`config.mk`:
```
export PLATFORM = sky130hd
export DESIGN_NAME = noc_buffer_in_mc
export DESIGN_NICKNAME = d
export VERILOG_FILES = /design/src/rtl/noc_buf_pkg.sv /design/src/rtl/noc_pkt_fifo.sv /design/src/rtl/noc_buffer_in_mc.sv
export SDC_FILE = /design/constraint.sdc
export NUM_CORES = 2
export LEC_CHECK = 0
export BUFFER_PORTS_ARGS = -buffer_cell sky130_fd_sc_hd__buf_2
export CAP_MARGIN = 10
export CORE_MARGIN = 10
export CORE_UTILIZATION = 53
export CTS_CLUSTER_DIAMETER = 50
export DETAILED_ROUTE_END_ITERATION = 8
export PLACE_DENSITY_LB_ADDON = 0.12
export REMOVE_ABC_BUFFERS = 1
export SLEW_MARGIN = 20
export SYNTH_ARGS = -nofsm -noshare
export SYNTH_HDL_FRONTEND = slang
export SYNTH_MEMORY_MAX_BITS = 65536
export SYNTH_SLANG_ARGS = --single-unit
```
`constraint.sdc`:
```
create_clock -name clk_in -period 3.58 [get_ports clk_in]
set_input_delay 0.358 -clock clk_in [delete_from_list [all_inputs] [get_ports clk_in]]
set_output_delay 0.358 -clock clk_in [all_outputs]
set_load 0.01 [all_outputs]
```
`src/rtl/noc_buf_pkg.sv`:
```
// Shared types and helpers for the multi-channel NoC input buffer.
// Round-robin winner search is padded to 16 channels so callers need no channel count.
// Pure declarations: no latency, no backpressure.
package noc_buf_pkg;

    typedef enum logic {IDLE, XFER} arb_state_t;

    localparam int STAT_W = 16;
    localparam int RR_W   = 4;
    localparam int RR_N   = 1 << RR_W;

    // First eligible index strictly after 'last', wrapping; ineligible padding never wins.
    function automatic logic [RR_W-1:0] next_rr(input logic [RR_N-1:0] eligible,
                                                input logic [RR_W-1:0] last);
        logic [RR_W-1:0] idx;
        logic            found;
        next_rr = last;
        found   = 1'b0;
        for (int i = 1; i <= RR_N; i++) begin
            idx = last + RR_W'(i);
            if (!found && eligible[idx]) begin
                next_rr = idx;
                found   = 1'b1;
            end
        end
    endfunction

endpackage

```
`src/rtl/noc_pkt_fifo.sv`:
```
// Single-channel first-word-fall-through FIFO that also counts complete packets held.
// Latency: a written word is visible at the head the cycle after the write.
// Backpressure: push is ignored while full, pop is ignored while empty.
module noc_pkt_fifo
    import noc_buf_pkg::*;
#(
    parameter int W      = 37,
    parameter int ADDR_W = 5
) (
    input  logic            clk,
    input  logic            rst,
    input  logic            push,
    input  logic [W-1:0]    push_dat,
    input  logic            pop,
    output logic [W-1:0]    head_dat,
    output logic            empty,
    output logic            full,
    output logic [ADDR_W:0] occ,
    output logic [ADDR_W:0] pkt_cnt
);

    localparam int                DEPTH    = 1 << ADDR_W;
    localparam logic [ADDR_W:0]   FULL_OCC = DEPTH;
    localparam logic [ADDR_W:0]   CNT_ONE  = 1;
    localparam logic [ADDR_W-1:0] PTR_ONE  = 1;

    logic [W-1:0]      mem [DEPTH];
    logic [ADDR_W-1:0] wr_ptr;
    logic [ADDR_W-1:0] rd_ptr;
    logic              wr;
    logic              rd;
    logic              last_in;
    logic              last_out;

    assign full     = (occ == FULL_OCC);
    assign empty    = (occ == '0);
    assign head_dat = mem[rd_ptr];
    assign wr       = push & ~full;
    assign rd       = pop & ~empty;
    assign last_in  = wr & push_dat[W-1];
    assign last_out = rd & head_dat[W-1];

    always_ff @(posedge clk) begin
        if (wr) begin
            mem[wr_ptr] <= push_dat;
        end
    end

    always_ff @(posedge clk) begin
        if (rst) begin
            wr_ptr  <= '0;
            rd_ptr  <= '0;
            occ     <= '0;
            pkt_cnt <= '0;
        end else begin
            if (wr) wr_ptr <= wr_ptr + PTR_ONE;
            if (rd) rd_ptr <= rd_ptr + PTR_ONE;
            case ({wr, rd})
                2'b10:   occ <= occ + CNT_ONE;
                2'b01:   occ <= occ - CNT_ONE;
                default: occ <= occ;
            endcase
            case ({last_in, last_out})
                2'b10:   pkt_cnt <= pkt_cnt + CNT_ONE;
                2'b01:   pkt_cnt <= pkt_cnt - CNT_ONE;
                default: pkt_cnt <= pkt_cnt;
            endcase
        end
    end

endmodule

```
`src/rtl/noc_buffer_in_mc.sv`:
```
// Per-channel packet FIFOs merged onto one stream with packet-granular round-robin; optional NOC_BUF_STATS_EN stats.
// Latency: first beat valid one cycle after a packet becomes eligible; one idle bubble between packets.
// Backpressure: per-channel TREADY drops when that FIFO is full; output holds its head until TREADY.
module noc_buffer_in_mc
    import noc_buf_pkg::*;
#(
    parameter int BW       = 32,
    parameter int BWB      = BW / 8,
    parameter int NUM_CH   = 4,
    parameter int ADDR_W   = 5,
    parameter int PKT_MODE = 1,
    parameter int CH_W     = (NUM_CH > 1) ? $clog2(NUM_CH) : 1
) (
    input  logic                  clk_in,
    input  logic                  clk_in_rst_high,
    input  logic [NUM_CH-1:0]     stream_in_TVALID,
    input  logic [NUM_CH*BW-1:0]  stream_in_TDATA,
    input  logic [NUM_CH*BWB-1:0] stream_in_TKEEP,
    input  logic [NUM_CH-1:0]     stream_in_TLAST,
    output logic [NUM_CH-1:0]     stream_in_TREADY,
    output logic                  stream_out_TVALID,
    output logic [BW-1:0]         stream_out_TDATA,
    output logic [BWB-1:0]        stream_out_TKEEP,
    output logic                  stream_out_TLAST,
    output logic [CH_W-1:0]       stream_out_TDEST,
    input  logic                  stream_out_TREADY
`ifdef NOC_BUF_STATS_EN
    ,
    input  logic                         stat_clr,
    output logic [NUM_CH*STAT_W-1:0]     stat_pkt_cnt,
    output logic [NUM_CH*(ADDR_W+1)-1:0] stat_max_occ
`endif
);

    localparam int W = BW + BWB + 1;

    logic              rst;
    logic [W-1:0]      head_dat [NUM_CH];
    logic [ADDR_W:0]   occ      [NUM_CH];
    logic [ADDR_W:0]   pkt_cnt  [NUM_CH];
    logic [NUM_CH-1:0] empty;
    logic [NUM_CH-1:0] full;
    logic [NUM_CH-1:0] eligible;
    logic [NUM_CH-1:0] push_vld;
    logic [NUM_CH-1:0] pop_vld;

    arb_state_t        state, state_nxt;
    logic [CH_W-1:0]   gnt, gnt_nxt;
    logic [CH_W-1:0]   last_gnt, last_gnt_nxt;
    logic [W-1:0]      cur_dat;
    logic              out_vld;

    assign rst              = clk_in_rst_high;
    assign stream_in_TREADY = ~full & {NUM_CH{~rst}};
    assign push_vld         = stream_in_TVALID & stream_in_TREADY;

    for (genvar c = 0; c < NUM_CH; c++) begin : g_ch
        noc_pkt_fifo #(
            .W      (W),
            .ADDR_W (ADDR_W)
        ) u_fifo (
            .clk      (clk_in),
            .rst      (rst),
            .push     (push_vld[c]),
            .push_dat ({stream_in_TLAST[c], stream_in_TKEEP[c*BWB +: BWB], stream_in_TDATA[c*BW +: BW]}),
            .pop      (pop_vld[c]),
            .head_dat (head_dat[c]),
            .empty    (empty[c]),
            .full     (full[c]),
            .occ      (occ[c]),
            .pkt_cnt  (pkt_cnt[c])
        );

        // A full FIFO must be released even without TLAST, or an over-long packet deadlocks.
        if (PKT_MODE != 0) begin : g_saf
            assign eligible[c] = (pkt_cnt[c] != '0) | full[c];
        end else begin : g_ct
            assign eligible[c] = ~empty[c];
        end
    end

    assign cur_dat = head_dat[gnt];

    always_ff @(posedge clk_in) begin
        if (rst) begin
            state    <= IDLE;
            gnt      <= '0;
            last_gnt <= CH_W'(NUM_CH - 1);
        end else begin
            state    <= state_nxt;
            gnt      <= gnt_nxt;
            last_gnt <= last_gnt_nxt;
        end
    end

    always_comb begin
        state_nxt    = state;
        gnt_nxt      = gnt;
        last_gnt_nxt = last_gnt;
        out_vld      = 1'b0;
        pop_vld      = '0;
        case (state)
            IDLE: begin
                if (|eligible) begin
                    gnt_nxt   = CH_W'(next_rr(RR_N'(eligible), RR_W'(last_gnt)));
                    state_nxt = XFER;
                end
            end
            XFER: begin
                out_vld = ~empty[gnt] & ~rst;
                if (out_vld && stream_out_TREADY) begin
                    pop_vld[gnt] = 1'b1;
                    if (cur_dat[W-1]) begin
                        state_nxt    = IDLE;
                        last_gnt_nxt = gnt;
                    end
                end
            end
            default: state_nxt = IDLE;
        endcase
    end

    assign stream_out_TVALID = out_vld;
    assign stream_out_TDATA  = cur_dat[BW-1:0];
    assign stream_out_TKEEP  = cur_dat[BW +: BWB];
    assign stream_out_TLAST  = out_vld & cur_dat[W-1];
    assign stream_out_TDEST  = rst ? '0 : gnt;

`ifdef NOC_BUF_STATS_EN
    localparam logic [STAT_W-1:0] STAT_MAX = '1;
    localparam logic [STAT_W-1:0] STAT_ONE = 1;

    for (genvar c = 0; c < NUM_CH; c++) begin : g_stat
        logic [STAT_W-1:0] pkt_stat;
        logic [ADDR_W:0]   max_occ;

        always_ff @(posedge clk_in) begin
            if (rst || stat_clr) begin
                pkt_stat <= '0;
                max_occ  <= '0;
            end else begin
                if (pop_vld[c] && head_dat[c][W-1] && pkt_stat != STAT_MAX) begin
                    pkt_stat <= pkt_stat + STAT_ONE;
                end
                if (occ[c] > max_occ) begin
                    max_occ <= occ[c];
                end
            end
        end

        assign stat_pkt_cnt[c*STAT_W +: STAT_W]         = pkt_stat;
        assign stat_max_occ[c*(ADDR_W+1) +: (ADDR_W+1)] = max_occ;
    end
`else
    logic [NUM_CH-1:0] occ_unused;
    for (genvar c = 0; c < NUM_CH; c++) begin : g_nostat
        assign occ_unused[c] = ^occ[c];
    end
`endif

endmodule

```
## Word-level counts from Yosys, hierarchy flattened

Memories as Yosys holds them, arrays and structs flattened. A register that Yosys moved wholly into a read port is not among the register bits.
Index checks and enable logic that the tools add are counted.

| word-level totals | value |
|---|---|
| register bits | 93 |
| latch bits | 0 |
| memory bits (writable) | 4736 |
| memory bits (read-only) | 0 |
| memories kept | 4 |

Memories:

| name | depth | bits a word | read ports | clocked after memory_dff | wr ports | RTL line | source |
|---|---|---|---|---|---|---|---|
| g_ch[0].u_fifo.mem | 32 | 37 | 1 | 1 | 1 | noc_pkt_fifo.sv:27 | `logic [W-1:0] mem [DEPTH];` |
| g_ch[1].u_fifo.mem | 32 | 37 | 1 | 1 | 1 | noc_pkt_fifo.sv:27 |  |
| g_ch[2].u_fifo.mem | 32 | 37 | 1 | 1 | 1 | noc_pkt_fifo.sv:27 |  |
| g_ch[3].u_fifo.mem | 32 | 37 | 1 | 1 | 1 | noc_pkt_fifo.sv:27 |  |

| operators by class | value |
|---|---|
| add/sub/neg operators | 39 |
| multipliers | 0 |
| divide/modulo/power cells | 0 |
| magnitude comparators | 19 |
| equal/unequal tests | 20 |
| shifts and indexed selects | 0 |
| mux-type cells | 132 |
| bitwise logic cells | 37 |
| reductions and logical operators | 51 |

Operators by type and width:

| operator | count |
|---|---|
| $pmux W6 S2 | 8 |
| $mux W1 | 75 |
| $bmux W37 S2 | 1 |
| $mux W37 | 2 |
| $bmux W1 S4 | 15 |
| $lt A4 B5 Y1 const B | 12 |
| $add A6 B1 Y6 const B | 8 |
| $sub A6 B1 Y6 const B | 8 |
| $add A5 B1 Y5 const B | 8 |
| $mux W5 | 8 |
| $mux W2 | 17 |
| $eq A6 B6 Y1 const B | 4 |
| $logic_not A6 Y1 | 4 |
| $reduce_bool A6 Y1 | 4 |
| $and A1 B1 Y1 | 18 |
| $logic_and A1 B1 Y1 | 17 |
| $add A2 B3 Y4 const B | 4 |
| $add A2 B4 Y4 const B | 4 |
| $eq A2 B1 Y1 const B | 8 |
| $eq A2 B2 Y1 const B | 8 |
| $reduce_bool A2 Y1 | 8 |
| $logic_not A1 Y1 | 15 |
| $lt A3 B5 Y1 const B | 3 |
| $not A1 Y1 | 11 |
| other kinds (20) | 28 |

## Logic depth before layout (Yosys ltp)

| logic depth | value |
|---|---|
| depth after elaboration | 80 |
| depth in mapped cells | 21 |

## By module

A second synthesis with hierarchy kept.

| second synthesis, totals | value |
|---|---|
| cells, all modules | 7802 |
| area total of the unflattened synthesis | 187259.6 um2 |

By module, submodules not included:

| module | instances | cells each | area an instance (um2) | seq. area each (um2) |
|---|---|---|---|---|
| noc_pkt_fifo (g_ch[2].u_fifo) | 1 | 1916 | 46419.5 | 36094.6 |
| noc_pkt_fifo (g_ch[0].u_fifo) | 1 | 1916 | 46409.5 | 36094.6 |
| noc_pkt_fifo (g_ch[1].u_fifo) | 1 | 1916 | 46408.3 | 36094.6 |
| noc_pkt_fifo (g_ch[3].u_fifo) | 1 | 1903 | 46395.7 | 36094.6 |
| noc_buffer_in_mc | 1 | 151 | 1626.6 | 100.1 |

## Worst setup path after synthesis

Ideal clock, no wire load.

| path | value |
|---|---|
| path kind | flip-flop to flip-flop |
| start | reg g_ch[1].u_fifo.occ[3] |
| end | mem g_ch[1].u_fifo.mem[15][0] (enable) |
| library setup time | 0.433 ns |
| arrival | 3.362 ns |
| required time | 3.147 ns |
| path slack | -0.214 ns |
| stages on the path, launching flop included | 9 |
| period minus slack after synthesis | 3.794 ns |
| path through | dfxtp_1 > clkbuf_1 > nor2_1 > and4_1 > nor2_1 > and2_1 > clkbuf_1 > nand2_1 > nor2_1 |

| between the ends | value |
|---|---|
| cells in the longest elaborated chain, start to end | 7 |

Ends and longest elaborated chain:

| what | RTL line | source |
|---|---|---|
| from (decl) | noc_pkt_fifo.sv:18 | `output logic [ADDR_W:0] occ,` |
| from (signal assigned) | noc_pkt_fifo.sv:59 | `2'b10: occ <= occ + CNT_ONE;` |
| from (signal assigned) | noc_pkt_fifo.sv:60 | `2'b01: occ <= occ - CNT_ONE;` |
| $eq A6 B6 Y1 | noc_pkt_fifo.sv:35 | `assign full = (occ == FULL_OCC);` |
| $not A4 Y4 | noc_buffer_in_mc.sv:54 | `assign stream_in_TREADY = ~full & {NUM_CH{~rst}};` |
| $and A4 B4 Y4 | noc_buffer_in_mc.sv:54 |  |
| named net stream_in_TREADY[1] | noc_buffer_in_mc.sv:20 | `output logic [NUM_CH-1:0] stream_in_TREADY,` |
| $and A4 B4 Y4 | noc_buffer_in_mc.sv:55 | `assign push_vld = stream_in_TVALID & stream_in_TREADY;` |
| $and A1 B1 Y1 | noc_pkt_fifo.sv:38 | `assign wr = push & ~full;` |
| $mux W1 | noc_pkt_fifo.sv:44 | `if (wr) begin` |
| $mux W1 (not written as such) | noc_pkt_fifo.sv:45 | `mem[wr_ptr] <= push_dat;` |
| to (decl) | noc_pkt_fifo.sv:27 |  |

The timed path passes the listed nets, and every way through them passes these cells.

==> impl_metrics.env <==
export IMPL_synthTopCellsByCount="edfxtp_1 (4736), mux4_2 (1440), nor2_1 (253)"
export IMPL_multi_input_area_um2=41930
export IMPL_syn_area_per_cell_um2=23.63
export IMPL_drtPass1Iterations=6
export IMPL_num_io_pins=199
export IMPL_fin_ws_ps=-1386
export IMPL_die_x_um=613.9
export IMPL_vias=90516
export IMPL_cts_buffer_depth=4
export IMPL_r2r_slack_ps=130
export IMPL_endpoint_kind="output port"
export IMPL_synth_top_family_by_area="multiplexers"
export IMPL_slew_headroom=0.3180
export IMPL_required_ps=3220
export IMPL_grt_pass1_wl_um=692600
export IMPL_ant_nets=0
export IMPL_violations="negative setup slack"
export IMPL_overflow=0
export IMPL_setup_viol=37
export IMPL_skew_ps=49.06
export IMPL_hp_start="stream_in_TVALID[3]"
export IMPL_synth_area_leaders="edfxtp_1 (76%), mux4_2 (17%), dfxtp_1 (1.2%)"
export IMPL_reg2reg_to="g_ch[2].u_fifo.pkt_cnt[5]$_SDFFE_PP0P_"
export IMPL_yosysMostFrequentCell="edfxtp_1"
export IMPL_hold_path_end="g_ch[3].u_fifo.wr_ptr[1]$_SDFFE_PP0P_"
export IMPL_die_y_um=613.9
export IMPL_synth_xor_area_frac=0.003467
export IMPL_hold_depth=5
export IMPL_clk_pin_slew_ps=50
export IMPL_yosysUniqueCellTypes=58
export IMPL_p_leak_nw=68.01
export IMPL_ir_drop_mv=0.5097
export IMPL_slowest_stage="o211ai_1"
export IMPL_track_usage=0.2577
export IMPL_place_inst=12967
export IMPL_crit_fanout=6
export IMPL_cts_buffers=532
export IMPL_cp_arrival_ps=4610
export IMPL_cts_sinks=4849
export IMPL_synth_simple_area_share=0.01367
export IMPL_start_util=0.5312
export IMPL_p_per_area_nw_per_um2=541.4
export IMPL_synth_cells=7912
export IMPL_rsz0062_at_grt="yes"
export IMPL_muxShareOfSynthArea=0.1857
export IMPL_portBuffers=198
export IMPL_slew_violations=0
export IMPL_hold_path_class="in -> reg"
export IMPL_r2r_cells=19
export IMPL_yosysSeqAreaShare=0.7729
export IMPL_wl_um=488800
export IMPL_period_share=1.387
export IMPL_drive_gt1_frac=0.3582
export IMPL_fmax_mhz=201.4
export IMPL_crit_path_start_kind="flop"
export IMPL_core_area_um2=351900
export IMPL_nFillCells=23357
export IMPL_worst_pin_slew_ps=1019
export IMPL_drc=0
export IMPL_synth_main_ff_cell="edfxtp_1"
export IMPL_regArea_um2=144600
export IMPL_stdcell_area_um2=221800
export IMPL_final_cells=14181
export IMPL_clockRootBuffer="clkbuf_16"
export IMPL_yosys_area_share_adder=0.003146
export IMPL_cts_tree="done"
export IMPL_rows=218
export IMPL_htree_levels=6
export IMPL_synth_edf_count=4736
export IMPL_hold_viol_final=0
export IMPL_finalPower_mw=120.1
export IMPL_routedWlPerCell_um=34.47
export IMPL_finalNetCount=9330
export IMPL_final_min_clock_period_ps=4966
export IMPL_holdWs_ps=65.86
export IMPL_grt_pass1_vias=92008
export IMPL_worstPathCellList="buf_12 > buf_4 > buf_12 > mux4_2 > mux4_2 > mux2_4 > o211ai_1 > buf_4 > o221ai_2 > buf_2"
export IMPL_ys_ff_latch=4849
export IMPL_yosysWarnings=0
export IMPL_pre_cts_ws_ps=-779.3
export IMPL_gp_congestion=0.8130
export IMPL_status="finished, violations left"
export IMPL_worstSkewPairLatency_ps=1040
export IMPL_place_area_um2=200700
export IMPL_synth_top_area_frac=0.7608
export IMPL_die_area_um2=376800
export IMPL_synth_area_leader_cell="edfxtp_1"
export IMPL_place_hpwl_um=272700
export IMPL_netlist_area_um2=186900
export IMPL_drt_iter0_drc=10787
export IMPL_async_flop_share=0
export IMPL_syn_to_final_growth_pct=18.63
export IMPL_cpPeakStageDelay_ps=780
export IMPL_grt_max_degree=73
export IMPL_maxCapViolCount=0
export IMPL_critical_path_class="reg -> out"
export IMPL_vias_per_cell=6.383
export IMPL_antenna_found_initial=47
export IMPL_synth_compound_area_frac=0.01028
report_power, final:
group          switching (mW)  internal, mW  total, mW  leakage (nW)
logic                    2.56          1.19       3.74          16.1
clock network            21.8          32.0       53.8          8.35
registers              0.0765          62.5       62.5          43.5
layout by cell type, fill, tap and decap left out, types with 16 or more instances in the layout:
cell type and n:
o211ai_1 26, buf_16 25, nor2_1 122, dlygate4sd3_1 152, clkbuf_16 571, nand4_1 16
clkinv_1 89, dfxtp_4 22, mux2i_1 171, nand2b_1 16, xor2_1 50, inv_6 33
nor2_4 130, buf_12 230, o221ai_1 26, nand2_1 121, buf_6 39, o21ai_0 38
or3_1 27, diode_2 20, bufinv_16 46, clkinv_2 54, clkbuf_1 120, buf_4 451
nand3_1 21, inv_1 24, xnor2_1 24, edfxtp_1 4736, mux4_2 1440, nor2b_1 20
mux2_2 25, a21oi_1 57, ha_1 42, dfxtp_1 91, clkinvlp_4 18, buf_2 188
critical path: cells and delay by family, from the launching register on:
kind / cells / cell delay (ps)
AOI/OAI and AO/OA: 2 / 950
muxes: 3 / 1380
buffers and inverters: 5 / 890
DFF: 1 / 370
state kept, by name (all words and copies together), names as in the netlist, named ones only:
signal / count
last_gnt: 2
g_ch.u_fifo.rd_ptr: 20
g_ch.u_fifo.occ: 24
gnt: 2
g_ch.u_fifo.pkt_cnt: 24
state: 1
g_ch.u_fifo.wr_ptr: 20
g_ch.u_fifo.mem: 4736
how the worst max path moves through the flow:
stage,startpoint,to,cells after the start,slack (ps)
finish,flop,stream_out_TDATA[21],10,-1390
global route,flop,stream_out_TDATA[22],10,-1290
CTS,flop,stream_out_TDATA[22],10,-1400
detailed placement,flop,stream_out_TDATA[22],10,-780
global placement,flop,stream_out_TDATA[22],10,-790
floorplan,flop,g_ch[3].u_fifo.pkt_cnt[4]$_SDFFE_PP0P_,17,-11410
layer usage:
metal / global-route usage / up-vias / wire (um)
met1: 0.3688 / 49312 / 194800
met4: 0.08952 / 16 / 18970
met3: 0.04237 / 755 / 37600
met5: 0 / - / 94
met2: 0.4102 / 3936 / 237300
li1: - / 36497 / -
per-stage QoR:
step             util  TNS (ps)
2_1_floorplan       -   -680300
3_3_place_gp   0.5703     -1482
3_5_place_dp   0.5703     -1556
4_1_cts        0.6267    -39440
5_1_grt        0.6302    -39680
6_report       0.6302    -36030
cell type report:
| type | instances | area share |
|---|---|---|
| clock inverter | 266 | 0.01241 |
| sequential | 4849 | 0.6519 |
| clock buffer | 681 | 0.06524 |
| tap | 4620 | 0.02607 |
| timing repair buffer | 1110 | 0.05469 |
| antenna | 20 | 0.0002257 |
| inverter | 24 | 0.0004062 |
| multi-input combinational | 2611 | 0.1891 |
cell families (layout without fill, tap and decap cells):
family	count (synthesis)	in the layout
compound gates	272	272
xor+xnor	74	74
fa+ha+maj	47	47
buf+inv	452	2081
flops	4849	4849
mux	1662	1662
other cells	0	20
simple gates	556	556
what timing repair did:
action,4_1_cts,5_1_grt
hold buffers,152,0
setup endpoints to repair,41,58
pin swaps,3,23
resized for setup,94,152
endpoints found under the hold margin,4803,0
buffers inserted,34,47
gates cloned,13,8
(Power assumes the default switching activity.)
